`config.mk`:
```
export PLATFORM = sky130hd
export DESIGN_NAME = river_lane_scheduler_flat
export DESIGN_NICKNAME = d
export VERILOG_FILES = /design/src/rtl/river_lane_scheduler_pkg.sv /design/src/rtl/river_lane_scheduler_if.sv /design/src/rtl/river_lane_scheduler_lane_period_counter.sv /design/src/rtl/river_lane_scheduler.sv /design/src/flat_wrapper.sv
export SDC_FILE = /design/constraint.sdc
export NUM_CORES = 1
export LEC_CHECK = 0
export ABC_AREA = 1
export BUFFER_PORTS_ARGS = -buffer_cell sky130_fd_sc_hd__buf_2
export CORE_ASPECT_RATIO = 0.75
export CORE_MARGIN = 2
export CORE_UTILIZATION = 28
export CTS_CLUSTER_SIZE = 12
export DETAILED_ROUTE_END_ITERATION = 16
export GPL_TIMING_DRIVEN = 0
export PLACE_DENSITY = 0.54
export SLEW_MARGIN = 10
export SYNTH_ARGS = -nofsm -noshare
export SYNTH_HDL_FRONTEND = slang
export SYNTH_SLANG_ARGS = --single-unit
export TNS_END_PERCENT = 5
```
`constraint.sdc`:
```
create_clock -name frame_clk -period 4.6 [get_ports frame_clk]
set_clock_uncertainty 0.1 [all_clocks]
set_input_delay 0.69 -clock frame_clk [delete_from_list [all_inputs] [get_ports frame_clk]]
set_output_delay 0.69 -clock frame_clk [all_outputs]
set_load 0.01 [all_outputs]
```
`src/rtl/river_lane_scheduler_pkg.sv`:
```
// Shared types and widths for the river lane scheduler slice.
package river_pkg;

  localparam int unsigned PERIOD_W = 6;
  localparam int unsigned LEVEL_W  = 3;

  typedef enum logic [1:0] {
    IDLE    = 2'd0,
    RUN     = 2'd1,
    FREEZE  = 2'd2,
    ADVANCE = 2'd3
  } sched_state_t;

endpackage

```
`src/rtl/river_lane_scheduler_if.sv`:
```
// Game-side bus of the river lane scheduler: round control in, lane/frog status out.
interface river_lane_scheduler_if import river_pkg::*; #(
  parameter int unsigned N_LANES = 4
) ();

  logic               Start;
  logic               win;
  logic               lose;
  logic               In_River;
  logic [N_LANES-1:0] Lane_Collision;
  logic [N_LANES-1:0] Lane_Tick;
  logic [N_LANES-1:0] Lane_Dir;
  logic [LEVEL_W-1:0] Level;
  logic               Frog_Carry_Valid;
  logic               Frog_Carry_Dir;
  logic               Frog_Drown;
  logic [1:0]         Sched_State;

  // Game logic side: drives round events and frog position, consumes schedule.
  modport master (
    output Start, win, lose, In_River, Lane_Collision,
    input  Lane_Tick, Lane_Dir, Level, Frog_Carry_Valid, Frog_Carry_Dir,
           Frog_Drown, Sched_State
  );

  // Scheduler side.
  modport slave (
    input  Start, win, lose, In_River, Lane_Collision,
    output Lane_Tick, Lane_Dir, Level, Frog_Carry_Valid, Frog_Carry_Dir,
           Frog_Drown, Sched_State
  );

endinterface

```
`src/rtl/river_lane_scheduler_lane_period_counter.sv`:
```
// Per-lane frame counter: fires a one-frame tick every period+1 enabled frames.
module lane_period_counter import river_pkg::*; (
  input  logic                frame_clk,
  input  logic                Reset,
  input  logic [PERIOD_W-1:0] period,
  input  logic                enable,
  input  logic                clear,
  output logic                tick_c
);

  logic [PERIOD_W-1:0] count_q;

  assign tick_c = enable && (count_q == period);

  // Count enabled frames, wrap to zero on the tick frame; hold when disabled.
  always_ff @(posedge frame_clk) begin
    if (Reset || clear) begin
      count_q <= '0;
    end else if (enable) begin
      count_q <= tick_c ? '0 : count_q + PERIOD_W'(1);
    end
  end

endmodule

```
`src/rtl/river_lane_scheduler.sv`:
```
// Central river sequencer: lane tick scheduling, level progression, frog carry and drown.
module river_lane_scheduler import river_pkg::*; #(
  parameter int unsigned N_LANES      = 4,
  parameter int unsigned BASE_PERIOD  = 20,
  parameter int unsigned LANE_STAGGER = 4,
  parameter int unsigned LEVEL_DEC    = 3,
  parameter int unsigned MIN_PERIOD   = 2,
  parameter int unsigned MAX_LEVEL    = 7,
  parameter int unsigned DROWN_GRACE  = 3,
  parameter int unsigned DIR_INVERT   = 0
) (
  input  logic                    frame_clk,
  input  logic                    Reset,
  river_lane_scheduler_if.slave   bus
);

  localparam int unsigned DRN_W = $clog2(DROWN_GRACE + 1);

  // Lane period in 8-bit signed arithmetic, floored at MIN_PERIOD.
  function automatic logic [PERIOD_W-1:0] calc_period(input logic [LEVEL_W-1:0] lvl,
                                                      input int unsigned       lane);
    logic signed [7:0] raw;
    raw = signed'(8'(BASE_PERIOD + lane * LANE_STAGGER)) - signed'(8'(32'(lvl) * LEVEL_DEC));
    if (raw < signed'(8'(MIN_PERIOD))) begin
      return PERIOD_W'(MIN_PERIOD);
    end
    return PERIOD_W'(raw);
  endfunction

  sched_state_t       state_q, state_d;
  logic               won_q, won_d;
  logic [LEVEL_W-1:0] level_q, level_d;
  logic [DRN_W-1:0]   drn_cnt_q, drn_cnt_d;
  logic               drown_q, drown_d;

  logic [N_LANES-1:0] tick_c;
  logic [N_LANES-1:0] dir_c;
  logic               lane_en_c;
  logic               lane_clr_c;
  logic               unsupported_c;
  logic               carry_valid_c;
  logic               carry_dir_c;

  // Lanes step only in RUN, and a win/lose/reset frame is already frozen.
  assign lane_en_c     = (state_q == RUN) && !bus.win && !bus.lose && !Reset;
  assign lane_clr_c    = (state_q == IDLE) || (state_q == ADVANCE);
  assign unsupported_c = bus.In_River && !(|bus.Lane_Collision);

  for (genvar g = 0; g < int'(N_LANES); g++) begin : g_lane
    logic [PERIOD_W-1:0] period_q;

    // Period reloads only on reset and on level advance.
    always_ff @(posedge frame_clk) begin
      if (Reset) begin
        period_q <= calc_period('0, g);
      end else if (state_q == ADVANCE) begin
        period_q <= calc_period(level_d, g);
      end
    end

    lane_period_counter u_counter (
      .frame_clk (frame_clk),
      .Reset     (Reset),
      .period    (period_q),
      .enable    (lane_en_c),
      .clear     (lane_clr_c),
      .tick_c    (tick_c[g])
    );
  end

  // Fixed alternating lane directions and lowest-lane carry select.
  always_comb begin
    dir_c         = '0;
    carry_valid_c = 1'b0;
    carry_dir_c   = 1'b0;
    for (int i = 0; i < int'(N_LANES); i++) begin
      dir_c[i] = 1'(i) ^ 1'(DIR_INVERT);
    end
    for (int i = int'(N_LANES) - 1; i >= 0; i--) begin
      if (tick_c[i] && bus.Lane_Collision[i]) begin
        carry_valid_c = 1'b1;
        carry_dir_c   = dir_c[i];
      end
    end
  end

  // Round sequencing, level advance and drown tracking.
  always_comb begin
    state_d   = state_q;
    won_d     = won_q;
    level_d   = level_q;
    drn_cnt_d = drn_cnt_q;
    drown_d   = drown_q;

    case (state_q)
      IDLE: begin
        won_d = 1'b0;
        if (bus.Start) begin
          state_d = RUN;
        end
      end
      RUN: begin
        if (unsupported_c) begin
          if (drn_cnt_q != DRN_W'(DROWN_GRACE)) begin
            drn_cnt_d = drn_cnt_q + DRN_W'(1);
          end
          if (drn_cnt_d == DRN_W'(DROWN_GRACE)) begin
            drown_d = 1'b1;
          end
        end else begin
          drn_cnt_d = '0;
        end
        if (bus.win || bus.lose) begin
          state_d = FREEZE;
          won_d   = bus.win;
        end
      end
      FREEZE: begin
        won_d = won_q || bus.win;
        if (!bus.win && !bus.lose) begin
          state_d = won_q ? ADVANCE : IDLE;
        end
      end
      ADVANCE: begin
        if (level_q < LEVEL_W'(MAX_LEVEL)) begin
          level_d = level_q + LEVEL_W'(1);
        end
        state_d = IDLE;
      end
      default: state_d = IDLE;
    endcase

    // Round end: drown flag and its run-length counter start fresh.
    if (state_d == IDLE) begin
      drown_d   = 1'b0;
      drn_cnt_d = '0;
    end
  end

  // Scheduler state registers.
  always_ff @(posedge frame_clk) begin
    if (Reset) begin
      state_q   <= IDLE;
      won_q     <= 1'b0;
      level_q   <= '0;
      drn_cnt_q <= '0;
      drown_q   <= 1'b0;
    end else begin
      state_q   <= state_d;
      won_q     <= won_d;
      level_q   <= level_d;
      drn_cnt_q <= drn_cnt_d;
      drown_q   <= drown_d;
    end
  end

  assign bus.Lane_Tick        = tick_c;
  assign bus.Lane_Dir         = dir_c;
  assign bus.Level            = level_q;
  assign bus.Frog_Carry_Valid = carry_valid_c;
  assign bus.Frog_Carry_Dir   = carry_dir_c;
  assign bus.Frog_Drown       = drown_q;
  assign bus.Sched_State      = state_q;

endmodule

```
`src/flat_wrapper.sv`:
```
// flat-port wrapper written by rule: the top's interface ports become plain ports
module river_lane_scheduler_flat import river_pkg::*;
#(
  parameter int unsigned N_LANES      = 4,
  parameter int unsigned BASE_PERIOD  = 20,
  parameter int unsigned LANE_STAGGER = 4,
  parameter int unsigned LEVEL_DEC    = 3,
  parameter int unsigned MIN_PERIOD   = 2,
  parameter int unsigned MAX_LEVEL    = 7,
  parameter int unsigned DROWN_GRACE  = 3,
  parameter int unsigned DIR_INVERT   = 0
)
  (frame_clk, Reset, bus_Start, bus_win, bus_lose, bus_In_River, bus_Lane_Collision, bus_Lane_Tick, bus_Lane_Dir, bus_Level, bus_Frog_Carry_Valid, bus_Frog_Carry_Dir, bus_Frog_Drown, bus_Sched_State);
  river_lane_scheduler_if #(.N_LANES(N_LANES)) bus_i ();
  input  logic frame_clk;
  input  logic Reset;
  input wire logic [$bits(bus_i.Start)-1:0] bus_Start;
  input wire logic [$bits(bus_i.win)-1:0] bus_win;
  input wire logic [$bits(bus_i.lose)-1:0] bus_lose;
  input wire logic [$bits(bus_i.In_River)-1:0] bus_In_River;
  input wire logic [$bits(bus_i.Lane_Collision)-1:0] bus_Lane_Collision;
  output wire logic [$bits(bus_i.Lane_Tick)-1:0] bus_Lane_Tick;
  output wire logic [$bits(bus_i.Lane_Dir)-1:0] bus_Lane_Dir;
  output wire logic [$bits(bus_i.Level)-1:0] bus_Level;
  output wire logic [$bits(bus_i.Frog_Carry_Valid)-1:0] bus_Frog_Carry_Valid;
  output wire logic [$bits(bus_i.Frog_Carry_Dir)-1:0] bus_Frog_Carry_Dir;
  output wire logic [$bits(bus_i.Frog_Drown)-1:0] bus_Frog_Drown;
  output wire logic [$bits(bus_i.Sched_State)-1:0] bus_Sched_State;
  assign bus_i.Start = bus_Start;
  assign bus_i.win = bus_win;
  assign bus_i.lose = bus_lose;
  assign bus_i.In_River = bus_In_River;
  assign bus_i.Lane_Collision = bus_Lane_Collision;
  assign bus_Lane_Tick = bus_i.Lane_Tick;
  assign bus_Lane_Dir = bus_i.Lane_Dir;
  assign bus_Level = bus_i.Level;
  assign bus_Frog_Carry_Valid = bus_i.Frog_Carry_Valid;
  assign bus_Frog_Carry_Dir = bus_i.Frog_Carry_Dir;
  assign bus_Frog_Drown = bus_i.Frog_Drown;
  assign bus_Sched_State = bus_i.Sched_State;
  river_lane_scheduler #(.N_LANES(N_LANES), .BASE_PERIOD(BASE_PERIOD), .LANE_STAGGER(LANE_STAGGER), .LEVEL_DEC(LEVEL_DEC), .MIN_PERIOD(MIN_PERIOD), .MAX_LEVEL(MAX_LEVEL), .DROWN_GRACE(DROWN_GRACE), .DIR_INVERT(DIR_INVERT)) u_core (.frame_clk(frame_clk), .Reset(Reset), .bus(bus_i));
endmodule
```
==> results of run 1 <==
synth_stat cells, drive strengths merged:
library cell / number / share of area
nand2: 135 / 0.15
inv: 79 / 0.086
nor2: 70 / 0.080
dfxtp: 57 / 0.33
nand3: 33 / 0.051
o21ai: 23 / 0.033
a21oi: 22 / 0.032
ha: 18 / 0.065
nor3: 17 / 0.033
xor2: 15 / 0.038
buf: 13 / 0.027
nand4: 6 / 0.011
clkbuf: 5 / 0.0054
nor3b: 4 / 0.010
o32ai: 3 / 0.0076
xnor2: 3 / 0.0076
a22oi: 2 / 0.0043
and2: 2 / 0.0036
conb: 2 / 0.0022
o211ai: 2 / 0.0043
or2: 2 / 0.0036
a31oi: 1 / 0.0018
and3: 1 / 0.0018
clkinv: 1 / 0.0011
fa: 1 / 0.0058
nor2b: 1 / 0.0018
o22ai: 1 / 0.0018
flip-flops by register name, indices dropped and copies added, names as in the netlist:
signal and flops:
u_core.bus.Frog_Drown 1, u_core.bus.Level 3, u_core.bus.Sched_State 2, u_core.drn_cnt_q 2, u_core.g_lane.period_q 24, u_core.g_lane.u_counter.count_q 24, u_core.won_q 1
metrics by stage:
stage	cell area [um2]	total power, uW	hold WS, ns	std cells	setup slack, ns
after floorplan	3480	594	0.348	523	1.26
after global placement	3790	628	0.368	710	0.797
after detailed placement	3790	630	0.376	710	0.777
after CTS	4090	1300	0.386	725	0.756
after global routing	4090	1350	0.407	725	0.292
final	4090	1290	0.388	725	0.725
where the power goes:
group	internal [uW]	switching (uW)
logic	34.9	75.9
registers	502	7.25
clock network	443	224
total	980	307
cells in the final DEF, fill, tap and decap left out, types with 6 or more instances in the layout:
cell type  instances
xor2_1            15
dfxtp_1           57
nand4_1            6
nor3_1            14
clkbuf_16          9
ha_1              18
conb_1             6
o21ai_0           23
nand3_1           31
buf_4              9
a21oi_1           22
buf_2             24
clkbuf_1           6
nand2_2            6
inv_1             77
nand2_1          128
nor2_1            67
critical path: stages, from the launching register on:
cell	delay [ns]
dfxtp_1	0.38
ha_1	0.22
buf_4	0.18
inv_1	0.17
nor2_1	0.06
o21ai_0	0.31
inv_1	0.21
fa_1	0.55
nand2_1	0.12
inv_1	0.07
nor2_1	0.21
inv_1	0.11
nor2_1	0.13
nand3_1	0.09
nor2_1	0.10
ha_1	0.23
nor2_1	0.18
inv_1	0.11
o21ai_0	0.18
inv_1	0.05
logic make-up after synthesis:
kind of cell,synth area share
compound gates,0.0850
xor+xnor,0.0456
fa+ha+maj,0.0709
buf+inv,0.119
flops,0.330
other cells,0.00217
simple gates,0.347
metal layers:
metal  vias up  part of all wire  GRT usage
li1       1680                 -          -
met3         9             0.059     0.0449
met5         -                 0          0
met2        61              0.42      0.225
met1      1447              0.52      0.200
met4         0            0.0078     0.0289
final timing paths:
kind,endpoint,depth (start not counted)
hold / removal,u_core.bus.Frog_Drown$_SDFFE_PP0P_,2
setup / recovery,u_core.g_lane[0].period_q[1]$_SDFFE_PP0N_,19
setup reg to reg,u_core.g_lane[0].period_q[1]$_SDFFE_PP0N_,19
hold reg to reg,u_core.bus.Frog_Drown$_SDFFE_PP0P_,2
cell type report:
cell class,count,area share
tap,166,0.0508
timing repair buffer,21,0.0257
clock inverter,3,0.00980
sequential,57,0.279
inverter,80,0.0735
clock buffer,12,0.0628
multi-input combinational,368,0.470
buffer,18,0.0276
==> impl_metrics.json, run 1 <==
{
  "syn_inst": 519,
  "pin_count": 26,
  "drt_iter0_markers": 199,
  "htree_levels": 3,
  "max_freq_mhz": 258,
  "ctsResizeCount": 0,
  "cts-root-buf": "clkbuf_16",
  "core_area_um2": 12200,
  "nets": 584,
  "yosysSeqAreaShare": 0.330,
  "crit_path_max_fanout": 10,
  "layout-drive-gt1-share": 0.122,
  "die_h_um": 100,
  "critPathKind": "reg -> reg",
  "r2r-start": "u_core.bus.Sched_State[1]$_SDFF_PP0_",
  "track_usage": 0.145,
  "drtPass1Iterations": 5,
  "vias": 3197,
  "cts_tree": "done",
  "crit_start": "u_core.bus.Sched_State[1]$_SDFF_PP0_",
  "yosys_warnings": 0,
  "power.density_nw_per_um2": 315,
  "initial_core_util": 0.284,
  "multi_input_area_um2": 1920,
  "ir_drop_mv": 0.154,
  "reg2reg_setup_slack_ns": 0.72,
  "period_needed_ns": 3.88,
  "cp.arrival_ns": 4.00,
  "grt-ovfl-total": 0,
  "rows": 35,
  "avgViaCountPerCell": 4.41,
  "finalHoldViolCount": 0,
  "gp_congestion": 0.915,
  "postCtsHoldBufs": 0,
  "portBuffers": 21,
  "fillerInstances": 1364,
  "cts_made_buffers": 9,
  "grt_max_degree": 11,
  "maxCapViolCount": 0,
  "rsz0062_at_grt": "false",
  "worstHoldStart": "u_core.bus.Frog_Drown$_SDFFE_PP0P_",
  "yosysUniqueCellTypes": 38,
  "clock_path_buffers": 2,
  "synth_area_um2": 3460,
  "routed_wl_um": 8710,
  "seq_area_um2": 1140,
  "startpoint_type": "flop",
  "finalMaxSlewViolations": 0,
  "outcome": "complete, no violations",
  "diodes": 0,
  "drc": 0,
  "antenna_found_initial": 0,
  "die_area_um2": 13300,
  "path_clk_slew_ns": 0.05,
  "ant_nets": 0,
  "final.period_utilization": 0.842,
  "syn2layout_area_growth_pct": 18.0,
  "cts_setup_buffers": 0,
  "p_leak_uw": 0.00190,
  "grt_pass1_vias": 3052,
  "slew_headroom": 0.621,
  "hold_class": "reg -> reg",
  "cts.sinks": 57,
  "yosys_register_bits": 57,
  "avgSynthCellArea_um2": 6.67,
  "fp.dieW_um": 132,
  "fin_setup_tns_ns": 0,
  "cp_data_required_time_ns": 4.72,
  "avgRoutedWirePerCell_um": 12.0,
  "utilization": 0.336,
  "finalSetupViolCount": 0,
  "endpoint_kind": "flop",
  "grt_pass1_wl_um": 15200,
  "clk-insertion-delay-late_ns": 0.33,
  "dp_hpwl_um": 6690,
  "max_slew.worst_pin.slew_ns": 0.567
}
Power figures use the tool's default switching activity.
==> run 2: changes to the inputs <==
==> constraint.sdc (replaced) <==
create_clock -name frame_clk -period 3.68 [get_ports frame_clk]
set_clock_uncertainty 0.1 [all_clocks]
set_input_delay 0.552 -clock frame_clk [delete_from_list [all_inputs] [get_ports frame_clk]]
set_output_delay 0.552 -clock frame_clk [all_outputs]
set_load 0.01 [all_outputs]
==> run 2 against run 1 <==
- combinational power up 29%
- clock power grew 24%
- largest cell class unchanged
- wire length increased by 0.68%
- maximum frequency grew 14%
- first-iteration DRC count rose by 5.0%
- register-to-register slack got worse by 0.45 ns
- worst hold slack worse by 0.00066 ns
- clock-buffer cell count did not move
==> impl_metrics.json, run 2 (synthesis results as in run 1) <==
{
  "slowest_stage": "fa_2",
  "drc": 0,
  "setup_slack_ns": 0.274,
  "maxCapViolCount": 0,
  "r2r-start": "u_core.bus.Sched_State[0]$_SDFF_PP0_",
  "hold_class": "reg -> reg",
  "drt_iter0_markers": 209,
  "final_common_cell": "nand2_1",
  "critPathKind": "reg -> reg",
  "ir_drop_mv": 0.188,
  "avgViaCountPerCell": 4.40,
  "cp.arrival_ns": 3.52,
  "final_cell_count_no_fill": 728,
  "r2r_end": "u_core.g_lane[2].period_q[1]$_SDFFE_PP0N_",
  "max_stage_delay_ns": 0.56,
  "grt_max_degree": 11,
  "rows": 35,
  "met2_usage": 0.226,
  "final.period_utilization": 0.926,
  "routed_wl_um": 8770,
  "diodes": 0,
  "power.density_nw_per_um2": 388,
  "hold_ws_ns": 0.387,
  "core_area_um2": 12200,
  "rr_worst_depth": 20,
  "reg2reg_setup_slack_ns": 0.27,
  "cts-root-buf": "clkbuf_16",
  "place_ws_ns": -0.143,
  "finalMaxSlewViolations": 0,
  "avgRoutedWirePerCell_um": 12.0,
  "top_usage_layer": "met2",
  "finalSetupViolCount": 0,
  "cpMostUsedCell": "inv_1",
  "min_to": "u_core.bus.Frog_Drown$_SDFFE_PP0P_",
  "finalHoldViolCount": 0,
  "initial_core_util": 0.284,
  "path_clk_slew_ns": 0.05,
  "outcome": "complete, no violations",
  "grt_pass1_wl_um": 15200,
  "fin_setup_tns_ns": 0,
  "multi_input_area_um2": 1950,
  "antenna_found_initial": 0,
  "startpoint_type": "flop",
  "fp.dieW_um": 132,
  "gp_congestion": 0.915,
  "grt_pass1_vias": 3057,
  "period_needed_ns": 3.41,
  "use_met1": 0.200,
  "utilization": 0.341,
  "slew_headroom": 0.612,
  "fillerInstances": 1364,
  "pin_count": 26,
  "place_inst": 710,
  "die_area_um2": 13300,
  "grt-ovfl-total": 0,
  "die_h_um": 100,
  "dp_hpwl_um": 6690,
  "cts_tree": "done",
  "endpoint_kind": "flop",
  "syn2layout_area_growth_pct": 20.0,
  "clock_path_buffers": 2,
  "cp_data_required_time_ns": 3.80,
  "final_cell_mix": "nand2_1, inv_1, nor2_1, dfxtp_1, nand3_1",
  "drtPass1Iterations": 4,
  "track_usage": 0.145,
  "gr-usage-met3": 0.0449,
  "clk-insertion-delay-late_ns": 0.32,
  "portBuffers": 21,
  "ant_nets": 0,
  "worstPathCellList": "ha_2 > buf_6 > nand2_1 > inv_2 > nand2_2 > o21ai_2 > ha_1 > inv_1 > fa_2 > nand2_2 > inv_1 > nor2_4 > inv_1 > nor2_1 > nor3b_2 > ha_1 > nor2_4 > inv_1 > o21ai_0 > inv_1",
  "cts_made_buffers": 9,
  "nets": 587,
  "cts.sinks": 57,
  "hold_depth": 2,
  "crit_buf_inv": 7,
  "seq_area_um2": 1150,
  "p_leak_uw": 0.00192,
  "vias": 3200,
  "crit_path_max_fanout": 10,
  "path_delay_family": "adder cells",
  "max_slew.worst_pin.slew_ns": 0.580,
  "layout-drive-gt1-share": 0.148,
  "max_freq_mhz": 294,
  "htree_levels": 3,
  "worstHoldStart": "u_core.bus.Frog_Drown$_SDFFE_PP0P_"
}
## run 2: cell types whose count changed in the layout (fill, tap and decap cells not counted), moves of 2 or more
cell,change
buf_4,+2
dfxtp_1,-2
inv_1,-2
nor2_1,-4
nor2_2,+2
nor2_4,+2
o21ai_0,-2
## run 2: area by class of cell
type / instances / share of cell area
buffer: 18 / 0.0280
clock inverter: 3 / 0.00964
inverter: 80 / 0.0732
tap: 166 / 0.0500
multi-input combinational: 368 / 0.470
sequential: 57 / 0.276
clock buffer: 12 / 0.0618
timing repair buffer: 24 / 0.0307
## run 2: worst max-delay path by stage
| stage | startpoint | to | slack (ns) | cells after the start |
|---|---|---|---|---|
| 2_1_floorplan | u_core.bus.Sched_State[1]$_SDFF_PP0_ | u_core.g_lane[2].period_q[1]$_SDFFE_PP0N_ | 0.34 | 18 |
| 6_report | u_core.bus.Sched_State[0]$_SDFF_PP0_ | u_core.g_lane[2].period_q[1]$_SDFFE_PP0N_ | 0.27 | 20 |
| 3_3_place_gp | u_core.bus.Sched_State[1]$_SDFF_PP0_ | u_core.g_lane[0].period_q[1]$_SDFFE_PP0N_ | -0.12 | 19 |
| 5_1_grt | u_core.bus.Sched_State[0]$_SDFF_PP0_ | u_core.g_lane[0].period_q[1]$_SDFFE_PP0N_ | -0.02 | 22 |
| 4_1_cts | u_core.bus.Sched_State[0]$_SDFF_PP0_ | u_core.g_lane[2].period_q[1]$_SDFFE_PP0N_ | 0.02 | 18 |
| 3_5_place_dp | u_core.bus.Sched_State[1]$_SDFF_PP0_ | u_core.g_lane[0].period_q[1]$_SDFFE_PP0N_ | -0.14 | 19 |
## run 2: where the power goes
group | internal, uW | leakage [uW] | total (uW) | switching, uW
sequential | 627 | 0.000461 | 636 | 8.98
clock | 554 | 0.000148 | 830 | 277
combinational | 45.6 | 0.00131 | 143 | 97.3
## run 2: per-layer routing
metal	vias up	wire length, um
li1	1693	-
met2	60	3710
met3	2	524
met5	-	0
met4	0	21
met1	1445	4510
## run 2: timing repair
item	in CTS	in global routing
hold buffers	0	0
pin swaps	0	1
resized for setup	3	15
endpoints found under the setup margin	7	11
setup buffers	0	3
## run 2: worst reg2reg max path: stages (launching register included)
cell and delay [ns]:
dfxtp_2 0.38, ha_2 0.20, buf_6 0.16, nand2_1 0.09
inv_2 0.07, nand2_2 0.09, o21ai_2 0.10, ha_1 0.17
inv_1 0.05, fa_2 0.56, nand2_2 0.07, inv_1 0.14
nor2_4 0.06, inv_1 0.09, nor2_1 0.06, nor3b_2 0.18
ha_1 0.32, nor2_4 0.15, inv_1 0.07, o21ai_0 0.17
inv_1 0.05
## run 2: stage by stage
stage | total power (uW) | instance area [um2]
after floorplan | 743 | 3480
after global placement | 785 | 3790
after detailed placement | 788 | 3790
after CTS | 1630 | 4090
after global routing | 1690 | 4150
final | 1610 | 4150
